===== config.mk =====
export PLATFORM = sky130hd
export DESIGN_NAME = max_pool_2x2
export DESIGN_NICKNAME = d
export VERILOG_FILES = /design/src/rtl/max_pool_2x2.sv
export SDC_FILE = /design/constraint.sdc
export NUM_CORES = 1
export LEC_CHECK = 0
export BUFFER_PORTS_ARGS = -buffer_cell sky130_fd_sc_hd__buf_4
export CAP_MARGIN = 20
export CORE_ASPECT_RATIO = 1.2
export CORE_MARGIN = 2
export CORE_UTILIZATION = 55
export CTS_BUF_LIST = sky130_fd_sc_hd__clkbuf_4
export DETAILED_ROUTE_END_ITERATION = 10
export HOLD_SLACK_MARGIN = 0.08
export PLACE_DENSITY_LB_ADDON = 0.05
export RECOVER_POWER = 50
export SYNTH_ARGS = -nofsm -noshare
export SYNTH_HDL_FRONTEND = slang
export SYNTH_SLANG_ARGS = --single-unit

===== constraint.sdc =====
create_clock -name clk -period 4.6 [get_ports clk]
set_input_delay 0 -clock clk [delete_from_list [all_inputs] [get_ports clk]]
set_output_delay 0 -clock clk [all_outputs]
set_load 0.005 [all_outputs]

===== src/rtl/max_pool_2x2.sv =====
// max_pool_2x2: 2x2 stride-2 signed max-pooling over a raster-order single-channel feature map.
// Optional o_frame_done port is enabled by defining MAXPOOL_FRAME_DONE_EN.
`default_nettype none

module max_pool_2x2 #(
    parameter int BIT_WIDTH = 32,
    parameter int IMG_W     = 24,
    parameter int IMG_H     = 24
) (
    input  logic                 clk,
    input  logic                 global_rst_n,
    input  logic                 rst,
    input  logic                 ce,
    input  logic [BIT_WIDTH-1:0] i_data,
    output logic [BIT_WIDTH-1:0] o_data,
`ifdef MAXPOOL_FRAME_DONE_EN
    output logic                 o_frame_done,
`endif
    output logic                 o_ce
);

    localparam int CW   = $clog2(IMG_W);
    localparam int RW   = $clog2(IMG_H);
    localparam int HALF = IMG_W / 2;
    localparam int LW   = (HALF > 1) ? $clog2(HALF) : 1;

    localparam logic [CW-1:0] COL_LAST = CW'(IMG_W - 1);
    localparam logic [RW-1:0] ROW_LAST = RW'(IMG_H - 1);

    logic [CW-1:0]        col_q, col_d;
    logic [RW-1:0]        row_q, row_d;
    logic [BIT_WIDTH-1:0] left_q, left_d;
    logic [BIT_WIDTH-1:0] data_q, data_d;
    logic                 oce_q, oce_d;
    logic                 done_q, done_d;

    // Horizontal maxima from the even row of the current window pair; never reset.
    logic [BIT_WIDTH-1:0] lbuf_q [HALF];
    logic                 lb_we;
    logic [LW-1:0]        lb_idx;
    logic [BIT_WIDTH-1:0] hmax;
    logic [BIT_WIDTH-1:0] lb_rd;

    assign lb_idx = LW'(col_q >> 1);
    assign lb_rd  = lbuf_q[lb_idx];
    assign hmax   = ($signed(left_q) > $signed(i_data)) ? left_q : i_data;

    always_comb begin
        col_d  = col_q;
        row_d  = row_q;
        left_d = left_q;
        data_d = '0;
        oce_d  = 1'b0;
        done_d = 1'b0;
        lb_we  = 1'b0;
        if (rst) begin
            col_d  = '0;
            row_d  = '0;
            left_d = '0;
        end else if (ce) begin
            if (!col_q[0]) begin
                left_d = i_data;
            end else if (!row_q[0]) begin
                lb_we = 1'b1;
            end else begin
                data_d = ($signed(lb_rd) > $signed(hmax)) ? lb_rd : hmax;
                oce_d  = 1'b1;
                done_d = (row_q == ROW_LAST) && (col_q == COL_LAST);
            end

            if (col_q == COL_LAST) begin
                col_d = '0;
                row_d = (row_q == ROW_LAST) ? '0 : row_q + 1'b1;
            end else begin
                col_d = col_q + 1'b1;
            end
        end
    end

    always_ff @(posedge clk or negedge global_rst_n) begin
        if (!global_rst_n) begin
            col_q  <= '0;
            row_q  <= '0;
            left_q <= '0;
            data_q <= '0;
            oce_q  <= 1'b0;
            done_q <= 1'b0;
        end else begin
            col_q  <= col_d;
            row_q  <= row_d;
            left_q <= left_d;
            data_q <= data_d;
            oce_q  <= oce_d;
            done_q <= done_d;
        end
    end

    always_ff @(posedge clk) begin
        if (lb_we) begin
            lbuf_q[lb_idx] <= hmax;
        end
    end

    assign o_data = data_q;
    assign o_ce   = oce_q;

`ifdef MAXPOOL_FRAME_DONE_EN
    assign o_frame_done = done_q;
`else
    logic unused_done;
    assign unused_done = done_q;
`endif

endmodule

`default_nettype wire


* After elaboration in Yosys (flattened, before gate mapping)
Memories as Yosys holds them, arrays and structs flattened.
Cells that the tools add are included.
** Storage, ports and cells
- Memories :: 1
- Register bits :: 75
- Input bits :: 36
- Logic and storage cells :: 43
- Output and inout port bits :: 33
- Bits in writable memories :: 384
** Memory list
- lbuf_q :: depth 12, bits a word 32, read ports 1, clocked after memory_dff 0, write ports 1, line 38 : logic [BIT_WIDTH-1:0] lbuf_q [HALF];
** Operators by class
- Add/sub/neg operators :: 2
- Reductions and logical operators :: 4
- Equality and inequality tests :: 3
- Order comparisons :: 2
- Mux-type cells :: 26
** Operators by type and width (number)
- 32-bit 2-to-1 mux :: 9
- 32-bit greater-than comparator :: 2
- 5-bit 2-to-1 mux :: 7
- 5-bit by 1-bit adder with 5-bit output, second input constant :: 2
- 5-bit == test, second input constant :: 2
- 1-bit 2-to-1 mux :: 10
- 2-bit AND reduction :: 2
- 2-bit nonzero test :: 2
- 2-bit != test, second input constant :: 1

* Longest topological paths before layout
Gate-level depths: netlist of the first run.
- Depth in word-level cells :: 8
- Depth in mapped cells :: 21

* Least setup slack after synthesis of the first run
Ideal clock, no wire load.
- Kind :: register to register
- Start :: reg left_q[14]
- End :: reg data_q[0] (netlist: o_data[0])
- Clock period less this slack :: 4.575 ns
- Data arrival time :: 4.448 ns
- Setup slack :: 0.025 ns
- Stages on the path, launching flop included :: 20
- Path through :: dfrtp_1 -> ha_1 -> nand4_1 -> nor4_1 -> a21boi_0 -> o32ai_2 -> a211oi_2 -> buf_4 -> mux2i_1 -> ha_1 -> a2111oi_0 -> o21ai_0 -> a2111oi_0 -> nor3_1 -> o21ai_2 -> a31o_1 -> o21ai_1 -> a21o_1 -> buf_6 -> mux2_1
** On the way
- Word-level cells in the longest chain between the ends :: 8
** Ends and longest elaborated chain
- start, declared :: line 32 : logic [BIT_WIDTH-1:0] left_q, left_d;
- start signal, assigned :: line 91 : left_q <= left_d;
- 32-bit greater-than comparator :: line 46 : assign hmax = ($signed(left_q) > $signed(i_data)) ? left_q : i_data;
- 32-bit 2-to-1 mux (*) :: line 46
- 32-bit greater-than comparator :: line 66 : data_d = ($signed(lb_rd) > $signed(hmax)) ? lb_rd : hmax;
- 32-bit 2-to-1 mux (*) :: line 66
- 32-bit 2-to-1 mux (*) :: line 63 : end else if (!row_q[0]) begin
- 32-bit 2-to-1 mux (*) :: line 61 : if (!col_q[0]) begin
- 32-bit 2-to-1 mux (*) :: line 60 : end else if (ce) begin
- 32-bit 2-to-1 mux (*) :: line 56 : if (rst) begin
- via data_d[0] :: line 33 : logic [BIT_WIDTH-1:0] data_q, data_d;
- end signal, assigned :: line 92 : data_q <= data_d;
- end, declared :: line 33
The timed path passes the listed nets; every way through them passes the cells marked *.
A chain may end at the register's enable or synchronous reset.

* Worst setup path in the final report of the first run
- Start :: reg left_q[15]
- End :: reg data_q[1] (netlist: o_data[1])
Same word-level chain as after synthesis.

==> flow_metrics.py, run 1 <==
metrics = {
    "layout": {
        "num-nets-final": 1666,
        "drive_gt1_share_pct": 31.9,
        "area_growth_pct": 24.0,
        "final_util_pct": 69.0,
    },
    "timing": {
        "finalSetupTns_ns": -4.22,
        "fmax_mhz": 210,
        "skew_ns": 0.0766,
        "setup_viol": 32,
        "grt_setup_unrepaired": "yes",
        "period_share_pct": 104,
        "layout_setup_ws_ns": -0.163,
        "finalCriticalPeriod_ns": 4.76,
        "whs_ns": 0.160,
        "drv_slew": 272,
        "slew_headroom_pct": -63.0,
        "hold_viol": 0,
        "max_slew.worst_pin.slew_ns": 2.44,
    },
    "yosys": {
        "syn-cell-area_um2": 19900,
        "ys_ff_latch": 459,
        "yosys-top-cells-area": "edfxtp_1 (58%), mux4_2 (11%), dfrtp_1 (9.4%), mux2i_1 (4.7%), ha_1 (4.1%)",
        "ys_warn_count": 0,
        "synthAdderAreaFrac_pct": 4.09,
        "synth-simple-area-share_pct": 5.39,
        "yosysMostFrequentCell": "edfxtp_1",
        "ys_top_cells_by_count": "edfxtp_1 (384), nand2_1 (143), mux4_2 (96), mux2i_1 (93), dfrtp_1 (75)",
        "ys_dominant_reg_cell": "edfxtp_1",
        "synth.distinct_cells": 56,
        "synth_xor_area_share_pct": 0.132,
        "syn_avg_cell_area_um2": 16.4,
        "synth-seq-area-share_pct": 67.4,
        "yosysTopAreaCellShare_pct": 58.0,
        "synth_edf_count": 384,
        "yosys.area.top_type": "edfxtp_1",
        "async_reset_ff_share_pct": 16.3,
        "synth_top_family_by_area": "multiplexers",
        "netlist_instances": 1215,
        "synth_compound_area_share_pct": 4.21,
        "synth_nets": 1316,
        "synth_mux_area_share_pct": 15.9,
    },
    "floorplan": {
        "io_pins": 69,
        "initial_utilization_pct": 55.6,
        "die_area_um2": 37700,
        "num_rows": 76,
        "die_w_um": 178,
        "die_h_um": 212,
        "coreArea_um2": 35800,
    },
    "route": {
        "route.detailed.drc": 0,
        "firstDrtPassIters": 5,
        "wl_per_cell_um": 23.7,
        "drt-vias-per-instance": 5.78,
        "ant_nets": 0,
        "drt-total-wl_mm": 50.2,
        "route.vias.total": 12200,
        "drt_iter0_markers": 965,
    },
    "grt": {
        "grt_remaining_overflow": 0,
        "first_global_vias": 12900,
        "antenna_found_initial": 1,
        "grt_pass1_wl_mm": 75.8,
        "track_usage_pct": 27.6,
        "grt_max_degree": 76,
    },
    "flow_run": {
        "max-cap-violations": 11,
    },
    "clock_network": {
        "clockBufferDepth": 3,
        "cts.sinks": 459,
        "h-tree-depth": 3,
        "clk_pin_slew_ns": 0.07,
        "clk_latency_ns": 0.84,
        "cts_tree": "built",
        "root_buffer": "clkbuf_4",
        "cts_buffers": 111,
    },
    "critical_path": {
        "arrival_ns": 5.48,
        "crit_required_ns": 5.32,
        "worstPathMaxFanout": 8,
        "critPathKind": "reg -> reg",
        "crit_path_start_kind": "flip-flop",
        "end_kind": "flip-flop",
    },
    "placed_design": {
        "port_buffers": 68,
        "pre_cts_slack_ns": -0.673,
        "hpwl_mm": 30.1,
        "gp_congestion": 0.836,
    },
    "power": {
        "peakVddDrop_mv": 0.230,
        "leakagePower_nw": 9.06,
        "p_per_area_nw_per_um2": 383,
    },
    "outcome": {
        "violations": "max-capacitance violations, max-slew violations, negative setup slack",
        "outcome": "finished, violations left",
    },
    "worst_hold_path": {
        "hold_path.class": "in -> reg",
    },
}
==> where the power goes <==
group / internal (mW) / switching, mW / total, mW / leakage, nW
clock network: 1.61 / 1.58 / 3.20 / 0.810
registers: 4.70 / 0.0302 / 4.73 / 4.49
logic: 0.707 / 0.815 / 1.52 / 3.77
==> logic make-up (layout without fill, tap and decap cells) <==
kind of cell | after synthesis | after routing
other | 0 | 2
multiplexers | 195 | 195
AND/OR/NAND/NOR | 237 | 237
adder cells (fa/ha/maj) | 65 | 65
AO/OA/AOI/OAI | 130 | 130
flip-flops | 459 | 459
XOR/XNOR | 3 | 3
buffers and inverters | 126 | 556
==> flip-flops by register name (all words and copies together), names as in the netlist <==
| name | cells |
|---|---|
| lbuf_q | 384 |
| left_q | 32 |
| o_data | 32 |
| col_q | 5 |
| row_q | 5 |
| o_ce | 1 |
==> cell type report <==
class / count / area (um^2)
clock buffers: 163 / 1220
diodes: 2 / 5.00
fillers: 2418 / 11100
well taps: 468 / 586
repair buffers: 297 / 2620
clock inverters: 30 / 130
flip-flops and latches: 459 / 13400
multi-input cells: 630 / 6430
inverters: 66 / 248
==> metal layers <==
metal	global-route usage (%)	part of all wire, %
met5	0	0
met4	11.1	2.7
met1	36.8	41
met3	4.63	6.4
met2	45.5	49
==> cells in the final DEF, fill, tap and decap left out, types with 4 or more instances in the layout <==
cell,netlist,final
nand2b_1,6,6
nand2_1,143,142
buf_12,3,10
a21o_1,7,6
nand3_1,10,9
o21ai_0,38,35
clkinv_2,0,5
ha_1,65,55
buf_6,2,6
ha_4,0,9
clkbuf_1,41,10
o21ai_2,1,4
edfxtp_1,384,384
dlygate4sd3_1,0,102
a211oi_1,4,4
or3_1,4,4
clkinv_1,0,20
nand4_1,12,12
mux2i_1,93,70
clkbuf_4,0,192
dfrtp_1,75,72
nor2b_1,7,7
nor2_1,27,26
buf_4,3,136
mux2i_2,0,5
a21oi_1,30,28
inv_1,65,65
o31ai_1,31,31
mux2i_4,1,19
mux4_2,96,96
nor3_1,8,5
==> per-stage QoR <==
| stage | cell area [um^2] | power, mW | instances |
|---|---|---|---|
| CTS | 24500 | 9.46 | 2105 |
| global route | 24700 | 9.87 | 2115 |
| finish | 24700 | 9.45 | 2115 |
| floorplan | 19900 | 5.53 | 1215 |
| global placement | 21600 | 5.94 | 1795 |
| detailed placement | 21600 | 5.96 | 1795 |
==> final timing paths <==
check | start | to | slack [ns] | cells past startpoint
worst max-delay path | left_q[15] | o_data[1] | -0.16 | 20
min in group asynchronous | global_rst_n | o_data[7] | 1.21 | 4
max in group asynchronous | global_rst_n | col_q[2] | 1.81 | 4
worst min-delay path | ce | col_q[3] | 0.16 | 4
worst max register to register | left_q[15] | o_data[1] | -0.16 | 20
worst min register to register | left_q[0] | left_q[0] | 0.52 | 2
==> what timing repair did <==
item | in CTS | in global routing
setup endpoints to repair | 32 | 32
gates cloned | 3 | 0
buffers inserted | 11 | 10
pin swaps | 14 | 24
resized for setup | 60 | 34
hold endpoints to repair | 521 | 0
hold buffers | 103 | 0
==> critical path: stages (launching register included) <==
cell and delay [ns]:
dfrtp_1 0.38, ha_1 0.32, nand4_1 0.15, buf_4 0.18, nor4_4 0.28, a21boi_4 0.26
o32ai_4 0.12, a211oi_4 0.30, buf_6 0.16, buf_12 0.17, mux2i_4 0.28, ha_4 0.17
nand3_2 0.07, nor4_2 0.25, buf_4 0.16, nand4_1 0.17, buf_4 0.20, nor4_1 0.37
a21o_4 0.28, buf_12 0.17, mux2i_1 0.20
(Power assumes the default switching activity.)
==> run 2: changes to the inputs <==
--- a/config.mk
+++ b/config.mk
@@ -15,6 +15,7 @@
 export HOLD_SLACK_MARGIN = 0.08
 export PLACE_DENSITY_LB_ADDON = 0.05
 export RECOVER_POWER = 50
+export SETUP_SLACK_MARGIN = 0.1
 export SYNTH_ARGS = -nofsm -noshare
 export SYNTH_HDL_FRONTEND = slang
 export SYNTH_SLANG_ARGS = --single-unit
==> run 2 against run 1 <==
The flow still finishes with violations (max-capacitance violations, max-slew violations, negative setup slack). Critical path depth increased by 1. Maximum frequency increased by 1.3%. First-iteration DRC count decreased by 0.21%. Combinational power increased by 4%. Non-clock buffer count increased by 18. Hold slack improved by 0.042 ns. Final area increased by 1.3%. Largest cell class unchanged. Global-route usage decreased by 0.14 points. Sequential share of layout area decreased by 0.70 points. Cell count increased by 1.4%. Die area unchanged.
==> flow_metrics.py, run 2 (synthesized netlist as in run 1, its figures left out) <==
metrics = {
    "outcome": {
        "outcome": "finished, violations left",
        "violations": "max-capacitance violations, max-slew violations, negative setup slack",
    },
    "critical_path": {
        "crit_chain": "ha_4, nand4_1, buf_4, nor2_1, a2111o_1, o32ai_4, a211oi_4, buf_6, buf_8, buf_8, mux2i_2, ha_2, a2111oi_4, o21ai_2, a2111oi_4, nor4b_2, and3_1, o21ai_2, a21o_4, buf_12, mux2i_1",
        "crit_path_start_kind": "flip-flop",
        "critPathMaxStageDelay_ns": 0.44,
        "reg2reg_to": "o_data[4]",
        "worstPathMaxFanout": 7,
        "arrival_ns": 5.40,
        "cp_slowest_cell": "a2111o_1",
        "rr_startpoint": "left_q[10]",
        "crit_family": "compound AO/OA/AOI/OAI gates",
        "critPathBufInv": 5,
        "critPathKind": "reg -> reg",
        "r2r_cells": 21,
        "crit_required_ns": 5.30,
        "r2r_setup_slack_ns": -0.10,
        "end_kind": "flip-flop",
    },
    "layout": {
        "regMostFlops": "lbuf_q",
        "mostFrequentLayoutCells": "edfxtp_1 (384), clkbuf_4 (196), buf_4 (148)",
        "largest_reg_flops": 384,
        "fin_area_um2": 25000,
        "layout_commonest_cell": "edfxtp_1",
        "multi_input_area_um2": 6440,
        "drive_gt1_share_pct": 32.8,
        "area_growth_pct": 25.6,
        "nFillCells": 2440,
        "num-nets-final": 1686,
        "fin_cells": 2145,
        "final_util_pct": 69.9,
        "seqCellArea_um2": 13400,
    },
    "timing": {
        "grt_setup_unrepaired": "yes",
        "fmax_mhz": 213,
        "period_share_pct": 102,
        "whs_ns": 0.201,
        "slew_headroom_pct": -62.4,
        "skew_ns": 0.117,
        "layout_setup_ws_ns": -0.102,
        "setup_viol": 21,
        "drv_slew": 156,
        "max_slew.worst_pin.slew_ns": 2.44,
        "hold_viol": 0,
        "finalCriticalPeriod_ns": 4.70,
    },
    "route": {
        "drt-total-wl_mm": 50.4,
        "drt_iter0_markers": 963,
        "route.vias.total": 12300,
        "firstDrtPassIters": 5,
        "wl_per_cell_um": 23.5,
        "ant_nets": 0,
        "drt-vias-per-instance": 5.75,
        "route.detailed.drc": 0,
    },
    "floorplan": {
        "num_rows": 76,
        "die_area_um2": 37700,
        "initial_utilization_pct": 55.6,
        "die_h_um": 212,
        "coreArea_um2": 35800,
        "io_pins": 69,
        "die_w_um": 178,
    },
    "clock_network": {
        "root_buffer": "clkbuf_4",
        "clockBufferDepth": 3,
        "clk_latency_ns": 0.89,
        "cts.sinks": 459,
        "h-tree-depth": 3,
        "cts_tree": "built",
        "clk_pin_slew_ns": 0.07,
        "cts_buffers": 113,
    },
    "flow_run": {
        "max-cap-violations": 5,
    },
    "worst_hold_path": {
        "hold_depth": 3,
        "hold_path.class": "in -> reg",
        "hold_end": "row_q[2]",
        "hold_path.startpoint": "rst",
    },
    "placed_design": {
        "gp_congestion": 0.852,
        "port_buffers": 68,
        "dp_cells": 1803,
        "place_area_um2": 21800,
        "hpwl_mm": 29.6,
    },
    "grt": {
        "grt_max_degree": 63,
        "track_usage_pct": 27.5,
        "grt_pass1_wl_mm": 74.6,
        "grt_remaining_overflow": 0,
        "first_global_vias": 12900,
        "antenna_found_initial": 1,
    },
    "power": {
        "leakagePower_nw": 9.24,
        "p_per_area_nw_per_um2": 388,
        "peakVddDrop_mv": 0.344,
    },
}
-- run 2: cell count changes in the layout (fill, tap and decap cells not counted), moves of 3 or more --
cell        change
buf_4          +12
clkinv_1       +10
mux2i_1         +9
mux2i_4         -8
nor2_1          -5
nor2_4          +5
buf_12          +4
clkbuf_4        +4
clkinv_2        -3
clkinvlp_4      -3
ha_1            -3
-- run 2: cell type report --
cell class              count  area share [%]
diodes                      1          0.0100
clock buffers             168            5.05
clock inverters            38           0.811
inverters                  66           0.992
multi-input cells         630            25.8
flip-flops and latches    459            53.7
well taps                 468            2.34
repair buffers            315            11.3
-- run 2: report_power, final --
part	switching [mW]	internal, mW
logic	0.819	0.758
registers	0.0308	4.70
clock network	1.61	1.78
-- run 2: timing repair --
| action | 4_1_cts | 5_1_grt |
|---|---|---|
| pin swaps | 22 | 22 |
| hold buffers | 103 | 0 |
| cloned | 3 | 1 |
| buffers inserted | 16 | 13 |
| endpoints found under the setup margin | 32 | 32 |
| resized for setup | 62 | 25 |
| endpoints found under the hold margin | 527 | 0 |
-- run 2: layer usage --
| layer | share of wire, % | track usage, % | up-vias |
|---|---|---|---|
| li1 | - | - | 5519 |
| met2 | 48 | 44.8 | 412 |
| met3 | 5.8 | 5.15 | 102 |
| met1 | 42 | 36.7 | 6305 |
| met5 | 0 | 0 | - |
| met4 | 3.3 | 11.2 | 0 |
-- run 2: worst max path at each step --
stage	endpoint	start	depth (start not counted)
floorplan	o_data[0]	left_q[14]	19
global placement	o_data[24]	left_q[15]	20
detailed placement	o_data[27]	left_q[13]	20
CTS	o_data[3]	left_q[7]	22
global route	o_data[4]	left_q[15]	20
finish	o_data[4]	left_q[10]	21
-- run 2: worst register-to-register path: stages, from the launching register on --
cell and delay [ns]:
dfrtp_1 0.41, ha_4 0.22, nand4_1 0.14, buf_4 0.13, nor2_1 0.04, a2111o_1 0.45
o32ai_4 0.27, a211oi_4 0.11, buf_6 0.14, buf_8 0.13, buf_8 0.15, mux2i_2 0.17
ha_2 0.21, a2111oi_4 0.36, o21ai_2 0.13, a2111oi_4 0.43, nor4b_2 0.09, and3_1 0.21
o21ai_2 0.14, a21o_4 0.19, buf_12 0.16, mux2i_1 0.23
-- run 2: metrics by stage --
stage               setup slack (ns)  TNS (ns)  power (mW)
finish                        -0.102    -0.595        9.70
global route                  -0.265     -6.51        10.1
CTS                          -0.0826    -0.563        9.73
detailed placement            -0.408    -12.37        5.97
global placement              -0.328    -10.36        5.95
floorplan                      0.113         0        5.53
